**config.mk**
```make
export PLATFORM = sky130hd
export DESIGN_NAME = mem_port_arbiter
export DESIGN_NICKNAME = d
export VERILOG_FILES = /design/src/rtl/mem_port_arbiter.sv
export SDC_FILE = /design/constraint.sdc
export NUM_CORES = 1
export LEC_CHECK = 0
export CAP_MARGIN = 25
export CORE_AREA = 2 2 176 178
export DETAILED_ROUTE_END_ITERATION = 12
export DIE_AREA = 0 0 178 180
export GPL_ROUTABILITY_DRIVEN = 0
export PLACE_DENSITY_LB_ADDON = 0.05
export SETUP_SLACK_MARGIN = 0.05
export SYNTH_ARGS = -nofsm -noshare
export SYNTH_HDL_FRONTEND = slang
export SYNTH_SLANG_ARGS = --single-unit
```
**constraint.sdc**
```tcl
create_clock -name clk_i -period 1.8 [get_ports clk_i]
set_input_delay 0.36 -clock clk_i [delete_from_list [all_inputs] [get_ports clk_i]]
set_output_delay 0.36 -clock clk_i [all_outputs]
set_load 0.01 [all_outputs]
```
**src/rtl/mem_port_arbiter.sv**
```systemverilog
// Arbitrates an instruction-fetch port and a data port onto one 64-bit memory port.
// Latency: grant is combinational in the issue cycle; reads respond MEM_LAT+1 cycles after issue, stores complete one cycle after issue.
// Backpressure: requesters hold req until gnt; no grant while a read is outstanding (WAIT), so at most one read is in flight.
module mem_port_arbiter #(
    // Read latency from issue to valid mem_rdata_i, legal range 1..7
    parameter int unsigned MEM_LAT = 2
) (
    input  logic        clk_i,
    input  logic        reset_ni,

    // instruction-fetch port
    input  logic        if_req_i,
    input  logic [31:0] if_addr_i,
    output logic        if_gnt_o,
    output logic        if_rvalid_o,
    output logic [31:0] if_rdata_o,

    // data port
    input  logic        d_req_i,
    input  logic        d_we_i,
    input  logic [63:0] d_addr_i,
    input  logic [63:0] d_wdata_i,
    output logic        d_gnt_o,
    output logic        d_done_o,
    output logic [63:0] d_rdata_o,

    // memory port
    output logic        mem_en_o,
    output logic        mem_we_o,
    output logic [63:0] mem_addr_o,
    output logic [63:0] mem_wdata_o,
    input  logic [63:0] mem_rdata_i
);

    typedef enum logic [1:0] {
        ST_IDLE = 2'd0,
        ST_WAIT = 2'd1,
        ST_RESP = 2'd2
    } state_t;

    // Counter is loaded with MEM_LAT-1 so it hits zero in the cycle mem_rdata_i is valid
    localparam logic [2:0] LAT_M1 = 3'(MEM_LAT - 1);

    // prio_q: 0 = fetch wins a tie, 1 = data wins a tie
    // owner_q: 0 = outstanding read belongs to fetch, 1 = to data
    state_t      state_q;
    logic [2:0]  cnt_q;
    logic        prio_q;
    logic        owner_q;
    logic        wsel_q;
    logic        if_rvalid_q;
    logic        d_done_q;
    logic [31:0] if_rdata_q;
    logic [63:0] d_rdata_q;

    logic        can_issue;
    logic        if_gnt;
    logic        d_gnt;

    // Byte-offset bits are don't-care on both ports
    logic        unused_addr_bits;
    assign unused_addr_bits = ^{if_addr_i[1:0], d_addr_i[2:0]};

    // Grant decision: only in IDLE/RESP and never while reset is asserted
    always_comb begin
        can_issue = reset_ni && ((state_q == ST_IDLE) || (state_q == ST_RESP));
        if_gnt    = 1'b0;
        d_gnt     = 1'b0;
        if (can_issue) begin
            if (if_req_i && d_req_i) begin
                if (prio_q) begin
                    d_gnt = 1'b1;
                end else begin
                    if_gnt = 1'b1;
                end
            end else if (if_req_i) begin
                if_gnt = 1'b1;
            end else if (d_req_i) begin
                d_gnt = 1'b1;
            end
        end
    end

    // Memory port drive: address aligned to a doubleword, write data only with a data grant
    always_comb begin
        mem_addr_o  = 64'd0;
        mem_wdata_o = 64'd0;
        if (if_gnt) begin
            mem_addr_o = {32'd0, if_addr_i[31:3], 3'b000};
        end else if (d_gnt) begin
            mem_addr_o  = {d_addr_i[63:3], 3'b000};
            mem_wdata_o = d_wdata_i;
        end
    end

    assign if_gnt_o    = if_gnt;
    assign d_gnt_o     = d_gnt;
    assign mem_en_o    = if_gnt | d_gnt;
    assign mem_we_o    = d_gnt & d_we_i;

    assign if_rvalid_o = if_rvalid_q;
    assign d_done_o    = d_done_q;
    assign if_rdata_o  = if_rdata_q;
    assign d_rdata_o   = d_rdata_q;

    // Control FSM: tracks the single outstanding read, priority, and registered response pulses
    always_ff @(posedge clk_i or negedge reset_ni) begin
        if (!reset_ni) begin
            state_q     <= ST_IDLE;
            cnt_q       <= 3'd0;
            prio_q      <= 1'b0;
            owner_q     <= 1'b0;
            wsel_q      <= 1'b0;
            if_rvalid_q <= 1'b0;
            d_done_q    <= 1'b0;
            if_rdata_q  <= 32'd0;
            d_rdata_q   <= 64'd0;
        end else begin
            // Response strobes are single-cycle unless re-armed below
            if_rvalid_q <= 1'b0;
            d_done_q    <= 1'b0;
            case (state_q)
                ST_WAIT: begin
                    if (cnt_q == 3'd0) begin
                        // mem_rdata_i is valid this cycle; capture into the owner's holding register
                        if (owner_q) begin
                            d_rdata_q <= mem_rdata_i;
                            d_done_q  <= 1'b1;
                        end else begin
                            if_rdata_q  <= wsel_q ? mem_rdata_i[63:32] : mem_rdata_i[31:0];
                            if_rvalid_q <= 1'b1;
                        end
                        state_q <= ST_RESP;
                    end else begin
                        cnt_q <= cnt_q - 3'd1;
                    end
                end
                default: begin
                    // IDLE and RESP both accept a new issue
                    if (if_gnt) begin
                        state_q <= ST_WAIT;
                        cnt_q   <= LAT_M1;
                        owner_q <= 1'b0;
                        wsel_q  <= if_addr_i[2];
                        prio_q  <= 1'b1;
                    end else if (d_gnt) begin
                        prio_q <= 1'b0;
                        if (d_we_i) begin
                            // Stores are fire-and-forget: acknowledge next cycle, stay free
                            state_q  <= ST_IDLE;
                            d_done_q <= 1'b1;
                        end else begin
                            state_q <= ST_WAIT;
                            cnt_q   <= LAT_M1;
                            owner_q <= 1'b1;
                        end
                    end else begin
                        state_q <= ST_IDLE;
                    end
                end
            endcase
        end
    end

endmodule

```
---- Word-level counts from Yosys, hierarchy flattened ----
Cells that the tools add are included.
cells by class
  reductions and logical operators ........ 13
  equal/unequal tests ..................... 6
  add/subtract/negate cells ............... 1
  multiplexer cells ....................... 38
  bitwise gates (word level) .............. 4
operators with widths
  operator             number
  $mux 64              4
  $mux 32              1
  $mux 1               24
  $mux 3               5
  $reduce_and 3->1     4
  $mux 2               4
  $ne 2x2->1 const B   2
  $reduce_and 2->1     2
  $logic_not 3->1      1
  $ne 3x1->1 const B   1
  $reduce_bool 3->1    1
  $sub 3x1->3 const B  1
  $eq 2x1->1 const B   1
  $eq 2x2->1 const B   1
  $logic_and 1x1->1    2
  $logic_not 2->1      1
  $ne 2x1->1 const B   1
  $not 1->1            2
  $reduce_bool 2->1    1
  $and 1x1->1          1
  $logic_or 1x1->1     1
  $or 1x1->1           1
storage, ports and cells
  bits in registers ....................... 106
  input port bits ......................... 229
  word-level logic and storage cells ...... 71

---- Longest topological paths before layout ----
  depth in word-level cells ............... 7
  mapped depth ............................ 8
  mapped depth without buffers ............ 6

---- Worst setup path before layout ----
No wires, ideal clock.
  path type ............................... reg2reg
  from .................................... register cnt_q[0]
  to ...................................... register d_rdata_q[0], in the netlist d_rdata_o[0]
  data arrival time ....................... 1.538 ns
  period minus slack after synthesis ...... 1.663 ns
  library setup time ...................... 0.125 ns
  cell stages (with the launch flop) ...... 8
  slack ................................... 0.137 ns
  cell sequence ........................... dfrtp_1 inv_1 ha_1 ha_1 and3b_4 nand2_8 buf_12 mux2_4
on the way
  longest elaborated chain between the ends .. 2
ends and longest elaborated chain
  item                               RTL line  RTL
  start, declared                    47        logic [2:0] cnt_q;
  start signal, assigned             135       cnt_q <= cnt_q - 3'd1;
  $logic_not 3->1                    124       if (cnt_q == 3'd0) begin
  $reduce_and 3->1 (no source line)  -
  end signal, assigned               127       d_rdata_q <= mem_rdata_i;
  end, declared                      54        logic [63:0] d_rdata_q;
No other way between the ends.
A chain may end at the register's enable or synchronous reset.

---- Final worst setup path ----
  from .................................... register state_q[0]
  to ...................................... output port mem_wdata_o[37]
on the way
  longest elaborated chain between the ends .. 6
  elaborated cells on any way between the ends .. 8
  classes of those cells .................. eq/ne: 1; mux: 4; reduce/logical: 3
ends and longest elaborated chain
  item                                                  RTL line  RTL
  start, declared                                       46        state_t state_q;
  start signal, assigned                                109       state_q <= ST_IDLE;
  start signal, assigned                                133       state_q <= ST_RESP;
  start signal, assigned                                141       state_q <= ST_WAIT;
  $eq 2x2->1 / $logic_not 2->1 (equally long branches)  66        can_issue = reset_ni && ((state_q == ST_IDLE) || (state_q == ST_RESP));
  $logic_or 1x1->1 (*)                                  66
  $logic_and 1x1->1 (*)                                 66
  $mux 1                                                69        if (can_issue) begin
  $mux 64                                               90        end else if (d_gnt) begin
  $mux 64 (*)                                           88        if (if_gnt) begin
  end, declared                                         31        output logic [63:0] mem_wdata_o,
Mark *: on every way between the ends. The rest lies on a longest branch, timed or not.

==> results.cfg <==
[finish]
nets = 1180
fin_area_um2 = 11710
fillCellCount = 2953
syn2layout_area_growth_pct = 108.3
final_core_util_pct = 38.78
drive_gt1_share_pct = 37.32

[yosys]
synth_compound_area_share_pct = 8.929
yosys_warnings = 0
synthArstFlopShare_pct = 100.0
synth_seq_area_share_pct = 47.21
ys_types = 33
synth_top_family_by_area = multiplexers
synth_common_cells = 106 x dfrtp_1, 97 x and2_1, 60 x mux2_4, 35 x nor2_1
synthMuxAreaShare_pct = 22.73
synth_xor_area_share_pct = 0
synth-seq-cells = 106
syn_inst = 462
synth.most_common_cell = dfrtp_1
synth_edf_count = 0
synthSimpleGateAreaFrac_pct = 15.25
synth_top_area_cell = dfrtp_1
synth_top_area_share_pct = 47.21
synthFlopType = dfrtp_1
synth_area_um2 = 5619
synth_area_per_cell_um2 = 12.16
yosys.area_share.adder_pct = 0.4453
synth_top_cells_by_area = dfrtp_1 47%, mux2_4 16%, and2_1 11%

[clock_tree]
numCtsBuffers = 9
clock-sinks = 106
insertion_delay_ns = 0.36
htree_levels = 3
cts_tree = yes
cts.path.max_buffers = 2
cts_root_buf = clkbuf_16
cts_hold_buffers = 0
cts.clk_slew.worst_paths_ns = 0.08

[power]
ir_drop_v = 0.0006589
power_leakage_uw = 0.005332
p_clk_share_pct = 13.8
seq_power_share_pct = 29.0
combPwrFrac_pct = 57.2
power_switching_uw = 4934
p_int_uw = 9664
total_power_uw = 14600
power.share.switching_pct = 33.80
power_density_nw_per_um2 = 1247

[floorplanning]
die-area_um2 = 32040
rows = 64
core-area_um2 = 30190
start_util_pct = 18.61
die_x_um = 178
die_h_um = 180
top_level_ports = 459

[global_route]
grtUsageTotal_pct = 18.20
grt.overflow.total = 0
antenna_found_initial = 3
grt_pass1_vias = 6068
grt_pass1_wl_um = 42390
grt_max_degree = 64

[outcome]
failed_checks = negative setup slack
outcome = finished, violations left

[drt]
drt_iter0_markers = 150
first_pass_iters = 4
m1WireLength_um = 11640
vias_per_cell = 4.047
wl_met3_um = 2586
via_count = 5476
wl_um = 30120
drc = 0
met2_length_um = 15360
ant_nets = 0
dr.max_layer_used = met5
wl_per_cell_um = 22.26

[timing]
setup_violations = 128
clock_skew_ns = 0.01313
hold_viol = 0
drv_slew = 0
fin_crit_sh_pct = 121.9
fin_setup_tns_ns = -39.75
finalCriticalPeriod_ns = 2.195
rsz0062_at_grt = true
max_freq_mhz = 455.7
fin_ws_ns = -0.3946
max_slew.worst_pin.slew_ns = 0.6346
hold_ws_ns = 0.2031
relSlewSlack_pct = 57.69

[worst_setup_path]
worstSetupStartpointType = flop
path_max_fanout = 8
r2r_slack_ns = 0.01
crit_arrival_ns = 1.83
crit_path_end_kind = output pin
critPathRequiredTime_ns = 1.44
ff2ff_path_depth = 8
worst-setup-path-type = reg -> out

[placed_design]
numPortBuffers = 450
hpwl_um = 22820
dpl_cell_area_um2 = 10670

[min_path]
holdCritPathClass = in -> async

[run]
drv_cap = 0
[cell families after synthesis]
kind of cell,Yosys count
AO/OA/AOI/OAI,70
adder cells (fa/ha/maj),2
buffers and inverters,41
flip-flops,106
multiplexers,97
other,1
AND/OR/NAND/NOR,145
[cell usage in the layout, fill, tap and decap left out, types with 3 or more instances in the layout]
cell | synthesis | final
a22o_4 | 0 | 5
buf_6 | 0 | 90
and2_1 | 97 | 35
clkdlybuf4s50_1 | 0 | 318
buf_12 | 6 | 15
a21oi_1 | 32 | 32
buf_4 | 5 | 26
buf_8 | 0 | 4
mux2_2 | 5 | 4
buf_2 | 17 | 42
nor2_1 | 35 | 33
buf_16 | 0 | 8
a22o_1 | 30 | 25
mux2i_1 | 32 | 32
inv_6 | 0 | 3
diode_2 | 0 | 3
and2_4 | 0 | 62
conb_1 | 1 | 3
clkbuf_16 | 0 | 13
dfrtp_1 | 106 | 105
mux2_4 | 60 | 61
[state kept, by name, summed over array words and instances (netlist names)]
name         count
wsel_q           1
d_done_o         1
d_rdata_o       64
if_rdata_o      32
prio_q           1
cnt_q            3
owner_q          1
if_rvalid_o      1
state_q          2
[power groups by stage]
| stage | registers [uW] | clock network [uW] | logic, uW |
|---|---|---|---|
| 2_1_floorplan | 4640 | 0 | 3020 |
| 3_3_place_gp | 4220 | 0 | 7730 |
| 3_5_place_dp | 4240 | 0 | 7780 |
| 4_1_cts | 4240 | 2120 | 8210 |
| 5_1_grt | 4380 | 2210 | 8890 |
| 6_report | 4230 | 2020 | 8350 |
[per-layer routing]
metal,global-route usage [%],up-vias
met5,0,-
li1,-,2560
met4,4.262,2
met3,6.514,28
met2,32.59,238
met1,20.39,2648
[stage by stage]
stage	setup WS [ns]	cells
after CTS	-0.4811	1344
final	-0.3946	1353
after detailed placement	-0.9306	1300
after global routing	-0.5090	1351
after global placement	-0.8904	1300
after floorplan	0.1374	464
[worst paths after layout]
check | start | end
worst min-delay path | reset_ni | cnt_q[1]
worst max register to register | cnt_q[0] | d_rdata_o[17]
min in group clk_i | d_rdata_o[63] | d_rdata_o[63]
worst min register to register | d_rdata_o[63] | d_rdata_o[63]
max in group asynchronous | reset_ni | wsel_q
worst max-delay path | state_q[0] | mem_wdata_o[37]
[layout make-up]
| cell class | instances | area, um^2 | area share, % |
|---|---|---|---|
| tap | 396 | 495.5 | 4.233 |
| multi-input combinational | 317 | 2919 | 24.94 |
| clock inverter | 6 | 53.80 | 0.4596 |
| antenna | 3 | 7.507 | 0.06413 |
| clock buffer | 10 | 239.0 | 2.041 |
| inverter | 4 | 15.01 | 0.1283 |
| timing repair buffer | 511 | 5323 | 45.47 |
| sequential | 106 | 2654 | 22.67 |
[worst max-delay path: stages (launching register included)]
cell	delay [ns]
dfrtp_1	0.38
nand2b_4	0.15
nor3b_4	0.20
buf_6	0.18
buf_12	0.13
buf_16	0.12
buf_6	0.09
and2_4	0.13
buf_6	0.10
[repair_timing]
| item | in CTS | in global routing |
|---|---|---|
| setup endpoints to repair | 190 | 202 |
| hold endpoints to repair | 0 | 0 |
| resized for setup | 593 | 107 |
| buffers inserted | 18 | 5 |
| pin swaps | 16 | 50 |
| gates cloned | 10 | 5 |
No activity file was read; power rests on OpenSTA's default activity.
